### config.mk
export PLATFORM = sky130hd
export DESIGN_NAME = pc_redirect_ctrl
export DESIGN_NICKNAME = d
export VERILOG_FILES = /design/src/rtl/riscv_pkg.sv /design/src/rtl/sat_counter.sv /design/src/rtl/pc_redirect_ctrl.sv
export SDC_FILE = /design/constraint.sdc
export NUM_CORES = 1
export LEC_CHECK = 0
export CELL_PAD_IN_SITES_DETAIL_PLACEMENT = 0
export CELL_PAD_IN_SITES_GLOBAL_PLACEMENT = 2
export CORE_ASPECT_RATIO = 0.9
export CORE_UTILIZATION = 30
export DETAILED_ROUTE_END_ITERATION = 16
export PLACE_DENSITY_LB_ADDON = 0.1
export SLEW_MARGIN = 5
export SYNTH_ARGS = -nofsm -noshare
export SYNTH_HDL_FRONTEND = slang
export SYNTH_SLANG_ARGS = --single-unit
### constraint.sdc
create_clock -name clk -period 4.25 [get_ports clk]
set_input_delay 0.6375 -clock clk [delete_from_list [all_inputs] [get_ports clk]]
set_output_delay 0.6375 -clock clk [all_outputs]
set_load 0.03 [all_outputs]
### src/rtl/riscv_pkg.sv
// Shared fetch-side definitions.
//   XLEN           : architectural address width
//   RESET_PC_DEF   : default first fetch address after reset
//   TRAP_VEC_DEF   : default redirect address for a misaligned target
//   fetch_state_e  : PC/fetch controller states
package riscv_pkg;
  localparam int          XLEN         = 32;
  localparam logic [31:0] RESET_PC_DEF = 32'h0000_0000;
  localparam logic [31:0] TRAP_VEC_DEF = 32'h0000_0100;

  typedef enum logic [1:0] {
    BOOT  = 2'd0,
    FETCH = 2'd1,
    PEND  = 2'd2
  } fetch_state_e;
endpackage

### src/rtl/sat_counter.sv
// Saturating up-counter with increment enable; shared by performance counters.
//   clk, rst_n : clock, async active-low reset (clears the count)
//   inc_en     : add one this cycle unless already at all-ones
//   count      : current count
module sat_counter #(
  parameter int WIDTH = 32
) (
  input  logic             clk,
  input  logic             rst_n,
  input  logic             inc_en,
  output logic [WIDTH-1:0] count
);
  logic [WIDTH-1:0] cnt_q, cnt_d;

  always_comb begin
    cnt_d = cnt_q;
    if (inc_en && !(&cnt_q)) cnt_d = cnt_q + WIDTH'(1);
  end

  always_ff @(posedge clk or negedge rst_n) begin
    if (!rst_n) cnt_q <= '0;
    else        cnt_q <= cnt_d;
  end

  assign count = cnt_q;
endmodule

### src/rtl/pc_redirect_ctrl.sv
// PC owner and instruction-memory request handshake. Turns a taken
// branch/jump from EX into a PC redirect plus pipeline flushes, and holds a
// request address stable until it is granted.
//   clk, rst_n                 : clock, async active-low reset
//   ex_valid, branch_taken,
//   jump, target               : EX-stage redirect decision and target
//   stall_if                   : hazard unit blocks a new fetch
//   imem_gnt                   : memory accepts current request
//   imem_req, imem_addr, pc    : fetch request, address (= pc), PC register
//   flush_ifid, flush_idex     : squash IF/ID, ID/EX (combinational)
//   misalign_err               : registered pulse after a misaligned redirect
//   redirect_count             : saturating count of accepted redirects
module pc_redirect_ctrl
  import riscv_pkg::*;
#(
  parameter int             XLEN     = riscv_pkg::XLEN,
  parameter logic [XLEN-1:0] RESET_PC = RESET_PC_DEF,
  parameter logic [XLEN-1:0] TRAP_VEC = TRAP_VEC_DEF
) (
  input  logic            clk,
  input  logic            rst_n,
  input  logic            ex_valid,
  input  logic            branch_taken,
  input  logic            jump,
  input  logic [XLEN-1:0] target,
  input  logic            stall_if,
  input  logic            imem_gnt,
  output logic            imem_req,
  output logic [XLEN-1:0] imem_addr,
  output logic [XLEN-1:0] pc,
  output logic            flush_ifid,
  output logic            flush_idex,
  output logic            misalign_err,
  output logic [31:0]     redirect_count
);
  fetch_state_e    state_q, state_d;
  logic [XLEN-1:0] pc_q, pc_d;
  logic [XLEN-1:0] redir_pc_q, redir_pc_d;
  logic            req_wait_q, req_wait_d;   // last cycle's request still ungranted
  logic            misalign_q, misalign_d;

  logic            redir;
  logic            outstanding;
  logic [XLEN-1:0] eff_tgt;

  // BOOT ignores EX, so redir is qualified by state.
  assign redir   = ex_valid & (branch_taken | jump) & (state_q != BOOT);
  assign eff_tgt = (target[1:0] == 2'b00) ? target : TRAP_VEC;

  // The request never depends on redir/gnt, so outstanding has no loop.
  always_comb begin
    imem_req = 1'b0;
    case (state_q)
      FETCH:   imem_req = ~stall_if | req_wait_q;
      PEND:    imem_req = 1'b1;
      default: imem_req = 1'b0;
    endcase
  end

  assign outstanding = imem_req & ~imem_gnt;

  always_comb begin
    state_d    = state_q;
    pc_d       = pc_q;
    redir_pc_d = redir_pc_q;
    req_wait_d = 1'b0;
    misalign_d = redir & (target[1:0] != 2'b00);
    flush_ifid = 1'b0;
    flush_idex = 1'b0;
    case (state_q)
      BOOT: state_d = FETCH;
      FETCH: begin
        req_wait_d = outstanding & ~redir;
        if (redir) begin
          flush_ifid = 1'b1;
          flush_idex = 1'b1;
          if (outstanding) begin
            // Keep the old address on the bus until its grant arrives.
            redir_pc_d = eff_tgt;
            state_d    = PEND;
          end else begin
            // A same-cycle grant fetched the stale address; flush_ifid kills it.
            pc_d = eff_tgt;
          end
        end else if (imem_req && imem_gnt) begin
          pc_d = pc_q + XLEN'(4);
        end
      end
      PEND: begin
        if (redir) begin
          flush_ifid = 1'b1;
          flush_idex = 1'b1;
          if (imem_gnt) begin
            pc_d    = eff_tgt;
            state_d = FETCH;
          end else begin
            redir_pc_d = eff_tgt;   // latest redirect wins
          end
        end else if (imem_gnt) begin
          flush_ifid = 1'b1;        // granted instruction is on the wrong path
          pc_d       = redir_pc_q;
          state_d    = FETCH;
        end
      end
      default: state_d = BOOT;
    endcase
  end

  always_ff @(posedge clk or negedge rst_n) begin
    if (!rst_n) begin
      state_q    <= BOOT;
      pc_q       <= RESET_PC;
      redir_pc_q <= '0;
      req_wait_q <= 1'b0;
      misalign_q <= 1'b0;
    end else begin
      state_q    <= state_d;
      pc_q       <= pc_d;
      redir_pc_q <= redir_pc_d;
      req_wait_q <= req_wait_d;
      misalign_q <= misalign_d;
    end
  end

  sat_counter #(.WIDTH(32)) u_redir_cnt (
    .clk    (clk),
    .rst_n  (rst_n),
    .inc_en (redir),
    .count  (redirect_count)
  );

  assign pc           = pc_q;
  assign imem_addr    = pc_q;
  assign misalign_err = misalign_q;
endmodule
Word level (Yosys, flattened, before mapping)
Index checks and enable logic that the tools add are counted.
- memories: 0
- RAM bits: 0
- bits in latches: 0
- word-level logic and storage cells: 64
- register bits: 100
- memory bits (read-only): 0
- input bits: 39
- order comparisons: 0
- div/mod/pow operators: 0
- add/sub/neg operators: 2
- reductions and logical operators: 13
- shift operators: 0
- equal/unequal tests: 9
- bitwise gates (word level): 10
- multiplexer cells: 24
- multiply operators: 0
- operators with widths (operator ; count):
    two-way mux 32 bit ; 11
    one-hot mux 32 bit (2 select lines) ; 2
    adder 32 x 1 -> 32 bit, second input constant ; 1
    adder 32 x 3 -> 32 bit, second input constant ; 1
    AND reduction 32 bit ; 1
    != test 2 bit, second input constant ; 5
    two-way mux 2 bit ; 3
    != test 3 bit, second input constant ; 2
    one-hot mux 2 bit (3 select lines) ; 1
    nonzero test 2 bit ; 3
    bitwise AND 1 bit ; 5
    two-way mux 1 bit ; 5
    AND reduction 5 bit ; 1
    zero test 2 bit ; 2
    one-hot mux 1 bit (2 select lines) ; 2
    AND reduction 4 bit ; 1
    inverter 1 bit ; 3
    AND reduction 3 bit ; 1
    equality test 2 x 1 -> 1 bit, second input constant ; 1
    equality test 2 bit, second input constant ; 1
    logical AND 1 bit ; 2
    OR 1 bit ; 2
    OR reduction 2 bit ; 1
    zero test 1 bit ; 1

Logic depth before layout (Yosys ltp)
Gate-level depths: netlist (run 1).
- word-level depth: 7
- gate-level depth with buffers: 9

Hierarchy
Synthesis (run 1) repeated with hierarchy kept, for this count alone.
- cell total of the unflattened synthesis: 634
- area, all modules: 6023.3 µm²
- modules (own cells, without submodules) (module ; cells each ; instances ; sequential area each (µm²) ; area an instance (µm²)):
    pc_redirect_ctrl ; 488 ; 1 ; 1701.6 ; 4443.0
    sat_counter ; 146 ; 1 ; 800.8 ; 1580.3

Least setup slack after synthesis (run 1)
Ideal clock, no wire load.
- path type: register to output
- start: register state_q[1]
- end: output port flush_ifid
- stages on the path, launching flop included: 9
- slack: 1.493 ns
- path buffers: 2
- arrival time: 2.120 ns
- required time: 3.612 ns
- cells stage by stage: dfrtp_1 inv_1 ha_1 nand2b_1 nor2_1 clkbuf_1 clkbuf_1 o21ai_0 a21oi_1
- cells in the longest elaborated chain, start to end: 4
- ends and longest elaborated chain (item ; line ; text):
    start: declaration ; pc_redirect_ctrl.sv:36 ; fetch_state_e state_q, state_d;
    start signal: assignment ; pc_redirect_ctrl.sv:117 ; state_q <= state_d;
    nonzero test 2 bit ; pc_redirect_ctrl.sv:47 ; assign redir = ex_valid & (branch_taken | jump) & (state_q != BOOT);
    bitwise AND 1 bit ; pc_redirect_ctrl.sv:47 ;
    two-way mux 1 bit, on equally long branches ; pc_redirect_ctrl.sv:90, pc_redirect_ctrl.sv:74 ;
    one-hot mux 1 bit (2 select lines) (*) ; pc_redirect_ctrl.sv:70 ; case (state_q)
    end: declaration ; pc_redirect_ctrl.sv:31 ; output logic flush_ifid,
Mark *: on every way between the ends. The rest lies on a longest branch, timed or not.

Final worst setup path (run 1)
- start: register state_q[0]
- end: output port flush_ifid
Same word-level chain as after synthesis.

==> flow_summary.json, run 1 <==
{
  "outcome": "complete, no violations",
  "reg2reg_slack_ns": 1.10,
  "period_minus_slack_ns": 3.51,
  "path_clk_slew_ns": 0.07,
  "vias": 5101,
  "arrival_ns": 2.87,
  "routed_wl_mm": 17.7,
  "slowest_delay_ns": 0.87,
  "synth_area_per_cell_um2": 9.29,
  "cts.path.max_buffers": 2,
  "tritoncts": "built",
  "grt_pass1_vias": 4898,
  "grt_use_total_pct": 17.9,
  "antenna_found_initial": 0,
  "slowest_stage": "ha_1",
  "yosys_warnings": 0,
  "cap_violations": 0,
  "final.setup_skew_ns": 0.00764,
  "syn_area_mm2": 0.00589,
  "clock-root-buffer": "clkbuf_16",
  "cp-end-kind": "output port",
  "wl_per_cell_um": 18.0,
  "drc_errors": 0,
  "drive_gt1_share_pct": 9.41,
  "grt_max_degree": 47,
  "r2r-end": "redir_pc_q[27]",
  "fin_ws_ns": 0.742,
  "pin_count": 139,
  "postSynthCellCount": 634,
  "overflow": 0,
  "final_util_pct": 39.7,
  "synthDistinctLibCells": 58,
  "dieArea_mm2": 0.0202,
  "clk_latency_ns": 0.35,
  "worst_pin_slew_ns": 1.05,
  "reg2reg_depth": 8,
  "fin_setup_tns_ns": 0,
  "cp_max_fo": 25,
  "power_density_mw_per_mm2": 639,
  "pre_cts_slack_ns": 0.746,
  "grt_setup_unrepaired": "no",
  "io_buffers": 138,
  "fp-row-count": 48,
  "min_path_type": "in2async",
  "ys_ff_latch": 100,
  "die_w_um": 150,
  "reg2reg_from": "state_q[1]",
  "path_cells": "inv_1, ha_1, o21ai_0, a21oi_1, clkdlybuf4s50_1",
  "grt_pass1_wl_mm": 27.9,
  "ys_seq_area_share_pct": 42.5,
  "hold_buffers": 0,
  "gp_congestion": 0.784,
  "htreeDepth": 3,
  "hpwl_mm": 12.2,
  "initial_core_util_pct": 30.7,
  "timing.final.crit_share_pct": 82.5,
  "post-cts-setup-buffer-count": 0,
  "synth-edff-count": 0,
  "drt_first_iter_violations": 315,
  "vdd_drop_max_uv": 290,
  "nNetsFinal": 773,
  "finalHoldViolations": 0,
  "antennaDiodeCount": 0,
  "ant_nets": 0,
  "die_y_um": 135,
  "synth_fp_nets": 679,
  "power.leakage_nw": 3.09,
  "synthArstFlopShare_pct": 100,
  "startpoint_type": "flop",
  "dr.pass1.iters": 4,
  "cts_resized": 0,
  "viasPerCell": 5.19,
  "fillers": 1935,
  "syn_to_final_growth_pct": 29.6,
  "fmax_ghz": 0.285,
  "cts_sinks": 100,
  "critPathRequiredTime_ns": 3.61,
  "worstSetupPathType": "reg2out",
  "core_mm2": 0.0192,
  "synthFlopType": "dfrtp_1",
  "cts_buffers": 9,
  "slew_viol_final": 0,
  "finalSetupViolCount": 0,
  "slew_headroom_pct": 29.7
}
## cells in the final DEF (no fill, tap or decap), types with 4 or more instances in the layout
master / netlist / routed
mux2i_1: 24 / 24
and2_1: 25 / 25
nand2_1: 53 / 52
clkbuf_16: 0 / 9
ha_1: 6 / 6
nand3_1: 27 / 27
dfrtp_1: 100 / 100
mux2_2: 22 / 22
inv_1: 21 / 21
buf_4: 32 / 16
nand4_1: 27 / 27
clkdlybuf4s50_1: 0 / 137
a41oi_1: 7 / 7
a211o_1: 4 / 4
a21oi_1: 34 / 32
xnor2_1: 17 / 17
nor3_1: 17 / 17
a31oi_1: 13 / 13
o211ai_1: 5 / 5
and4_1: 5 / 5
and3_1: 7 / 7
o22a_1: 7 / 7
nor2_1: 37 / 35
xor2_1: 15 / 15
a2bb2oi_1: 4 / 4
o31ai_1: 5 / 5
o21ai_0: 34 / 33
nor4_1: 4 / 4
## synth_stat cells, types with 5 or more instances
master	n	share of area, %
a21oi_1	34	2.9
xor2_1	15	2.2
nand2_1	53	3.4
nor2_1	37	2.4
a31oi_1	13	1.4
and3_1	7	0.74
buf_4	32	4.1
and4_1	5	0.74
o31ai_1	5	0.64
nand3_1	27	2.3
o21ai_0	34	2.9
nand4_1	27	2.9
mux2_2	22	4.2
o211ai_1	5	0.64
buf_2	9	0.76
inv_1	21	1.3
nor3_1	17	1.4
mux2i_1	24	4.1
xnor2_1	17	2.5
dfrtp_1	100	42
a41oi_1	7	1.0
ha_1	6	1.3
and2_1	25	2.7
o22a_1	7	1.0
clkbuf_1	24	1.5
## critical path: cells and delay by family (launching register included)
kind                     cells  cell delay [ns]
buffers and inverters        2             0.82
adder cells (fa/ha/maj)      1             0.87
flip-flops                   1             0.39
AO/OA/AOI/OAI                2             0.44
## through the flow
step / std cells / power [mW] / area (um2) / hold slack [ns]
floorplan: 634 / 3.17 / 5890 / 0.342
global placement: 967 / 3.97 / 7320 / 0.477
detailed placement: 967 / 4.00 / 7320 / 0.482
CTS: 983 / 4.94 / 7630 / 0.291
global route: 983 / 5.17 / 7630 / 0.319
finish: 983 / 4.88 / 7630 / 0.270
## where the power goes
group / internal, mW / total, mW / switching (mW) / leakage [nW]
sequential: 1.25 / 1.61 / 0.364 / 1.29
clock: 0.530 / 0.908 / 0.378 / 0.159
combinational: 0.954 / 2.36 / 1.40 / 1.64
## cell type report
type / count / area (um2) / area share (%)
Multi-Input combinational cell: 442 / 2930 / 38.3
Sequential cell: 100 / 2500 / 32.8
Timing Repair Buffer: 153 / 1490 / 19.5
Tap cell: 250 / 313 / 4.10
Clock buffer: 11 / 243 / 3.18
Inverter: 22 / 82.6 / 1.08
Clock inverter: 5 / 75.1 / 0.983
## kinds of logic (layout without fill, tap and decap cells)
group / after synthesis / after routing / synth area share [%]
XOR/XNOR: 32 / 32 / 4.76
multiplexers: 46 / 46 / 8.28
AO/OA/AOI/OAI: 129 / 129 / 14.1
adder cells (fa/ha/maj): 6 / 6 / 1.27
flip-flops: 100 / 100 / 42.5
AND/OR/NAND/NOR: 229 / 229 / 20.9
buffers and inverters: 92 / 191 / 8.22
## worst max-delay path by stage
stage | start | end | slack [ns] | cells after the start
after floorplan | state_q[1] | flush_ifid | 1.49 | 8
after global placement | ex_valid | redir_pc_q[28] | 0.80 | 7
after detailed placement | ex_valid | redir_pc_q[26] | 0.75 | 7
after CTS | state_q[0] | flush_ifid | 0.70 | 5
after global routing | state_q[0] | flush_ifid | 0.55 | 5
final | state_q[0] | flush_ifid | 0.74 | 5
## per-layer routing
layer	track usage, %	share of wire [%]
met1	26.1	49
met2	27.5	45
met3	3.04	4.8
met4	4.26	0.87
met5	0	0
## sequential cells by signal, summed over array words and instances, names as in the netlist
signal             flops
imem_addr             32
redir_pc_q            32
u_redir_cnt.count     32
state_q                2
misalign_err           1
req_wait_q             1
Note: power is estimated with default switching activity, not from simulation.
==> run 2, diff against run 1 <==
clock period = 3.3 ns   (was 4.25 ns; I/O delays follow)
==> run 2 against run 1 <==
Compared with the run above:
- first-iteration DRC count is 3.2% lower
- hold slack lost 0.12 ns
- non-clock buffer count rose by 3
- clock skew up 0.0026 ns
- largest cell class unchanged
- largest power group unchanged
==> flow_summary.json, run 2 (synthesis results as in run 1) <==
{
  "outcome": "complete, no violations",
  "overflow": 0,
  "antennaDiodeCount": 0,
  "cts.path.max_buffers": 2,
  "finalSetupViolCount": 0,
  "fillers": 1943,
  "worstSetupPathType": "reg2out",
  "hpwl_mm": 12.2,
  "final_common_cell": "clkdlybuf4s50_1",
  "cp-end-kind": "output port",
  "grt_pass1_vias": 4936,
  "worst_pin_slew_ns": 0.680,
  "period_minus_slack_ns": 2.93,
  "drt_first_iter_violations": 305,
  "dieArea_mm2": 0.0202,
  "cts_sinks": 100,
  "drive_gt1_share_pct": 9.65,
  "power_density_mw_per_mm2": 806,
  "grt_setup_unrepaired": "no",
  "routed_wl_mm": 17.9,
  "cts_buffers": 9,
  "vias": 5152,
  "drc_errors": 0,
  "vdd_drop_max_uv": 395,
  "htreeDepth": 3,
  "path_clk_slew_ns": 0.07,
  "fin_cells": 986,
  "grt_use_total_pct": 18.1,
  "dp_cells": 970,
  "final_cell_mix": "136 x clkdlybuf4s50_1, 100 x dfrtp_1, 52 x nand2_1",
  "arrival_ns": 2.44,
  "fin_setup_tns_ns": 0,
  "clk_latency_ns": 0.35,
  "die_w_um": 150,
  "min_path_type": "in2async",
  "fmax_ghz": 0.341,
  "startpoint_type": "flop",
  "finalHoldViolations": 0,
  "fp-row-count": 48,
  "power.leakage_nw": 3.08,
  "clock-root-buffer": "clkbuf_16",
  "post-cts-setup-buffer-count": 0,
  "critPathRequiredTime_ns": 2.80,
  "initial_core_util_pct": 30.7,
  "cts_resized": 0,
  "hold_buffers": 0,
  "cp_max_fo": 4,
  "tritoncts": "built",
  "nNetsFinal": 776,
  "antenna_found_initial": 0,
  "gp_congestion": 0.770,
  "reg2reg_depth": 9,
  "slew_viol_final": 0,
  "io_buffers": 138,
  "syn_to_final_growth_pct": 29.4,
  "final.setup_skew_ns": 0.0102,
  "ant_nets": 0,
  "grt_pass1_wl_mm": 28.2,
  "viasPerCell": 5.23,
  "dr.pass1.iters": 5,
  "core_mm2": 0.0192,
  "slew_headroom_pct": 54.1,
  "timing.final.crit_share_pct": 88.9,
  "wl_per_cell_um": 18.1,
  "pin_count": 139,
  "cap_violations": 0,
  "holdWs_ns": 0.155,
  "die_y_um": 135,
  "grt_max_degree": 58
}
run 2: where the power goes:
group	leakage [nW]	internal, mW	switching (mW)
Sequential	1.29	1.60	0.466
Clock	0.127	0.513	0.489
Combinational	1.66	1.25	1.82
Total	3.08	3.37	2.77
run 2: final cells by class:
class	count	area [um2]	share of cell area [%]
Clock buffer	12	236	3.10
Tap cell	250	313	4.10
Inverter	22	82.6	1.08
Clock inverter	4	26.3	0.345
Multi-Input combinational cell	442	2930	38.4
Timing Repair Buffer	156	1540	20.2
Sequential cell	100	2500	32.8
run 2: final timing paths:
kind                       slack, ns             startpoint               endpoint
setup / recovery                0.37             state_q[1]             flush_ifid
hold / removal                  0.15                  rst_n           misalign_err
setup reg to reg                0.88             state_q[0]          imem_addr[13]
hold reg to reg                 0.49  u_redir_cnt.count[29]  u_redir_cnt.count[29]
max in group asynchronous       2.40                  rst_n             req_wait_q
min in group clk                0.49  u_redir_cnt.count[29]  u_redir_cnt.count[29]
run 2: per-stage QoR:
step,power (mW),worst slack [ns],utilization [%],cell area (um2)
floorplan,4.08,0.685,-,5890
global placement,5.15,0.537,38.3,7360
detailed placement,5.19,0.529,38.3,7360
CTS,6.22,0.339,39.7,7620
global route,6.53,0.206,39.7,7620
finish,6.14,0.368,39.7,7620
run 2: worst max-delay path, cell delays in order (launching register included):
cell and delay, ns:
dfrtp_1 0.39, inv_1 0.09, ha_1 0.21, nand2b_1 0.19, nor2_2 0.22, o21ai_0 0.11
a21oi_1 0.17, clkdlybuf4s50_1 0.71
run 2: layer usage:
layer	GRT usage [%]	vias to the layer above	wire length, um
met4	3.70	0	174
li1	-	2446	-
met5	0	-	0
met3	3.82	11	776
met2	26.7	143	7850
met1	27.0	2552	9090
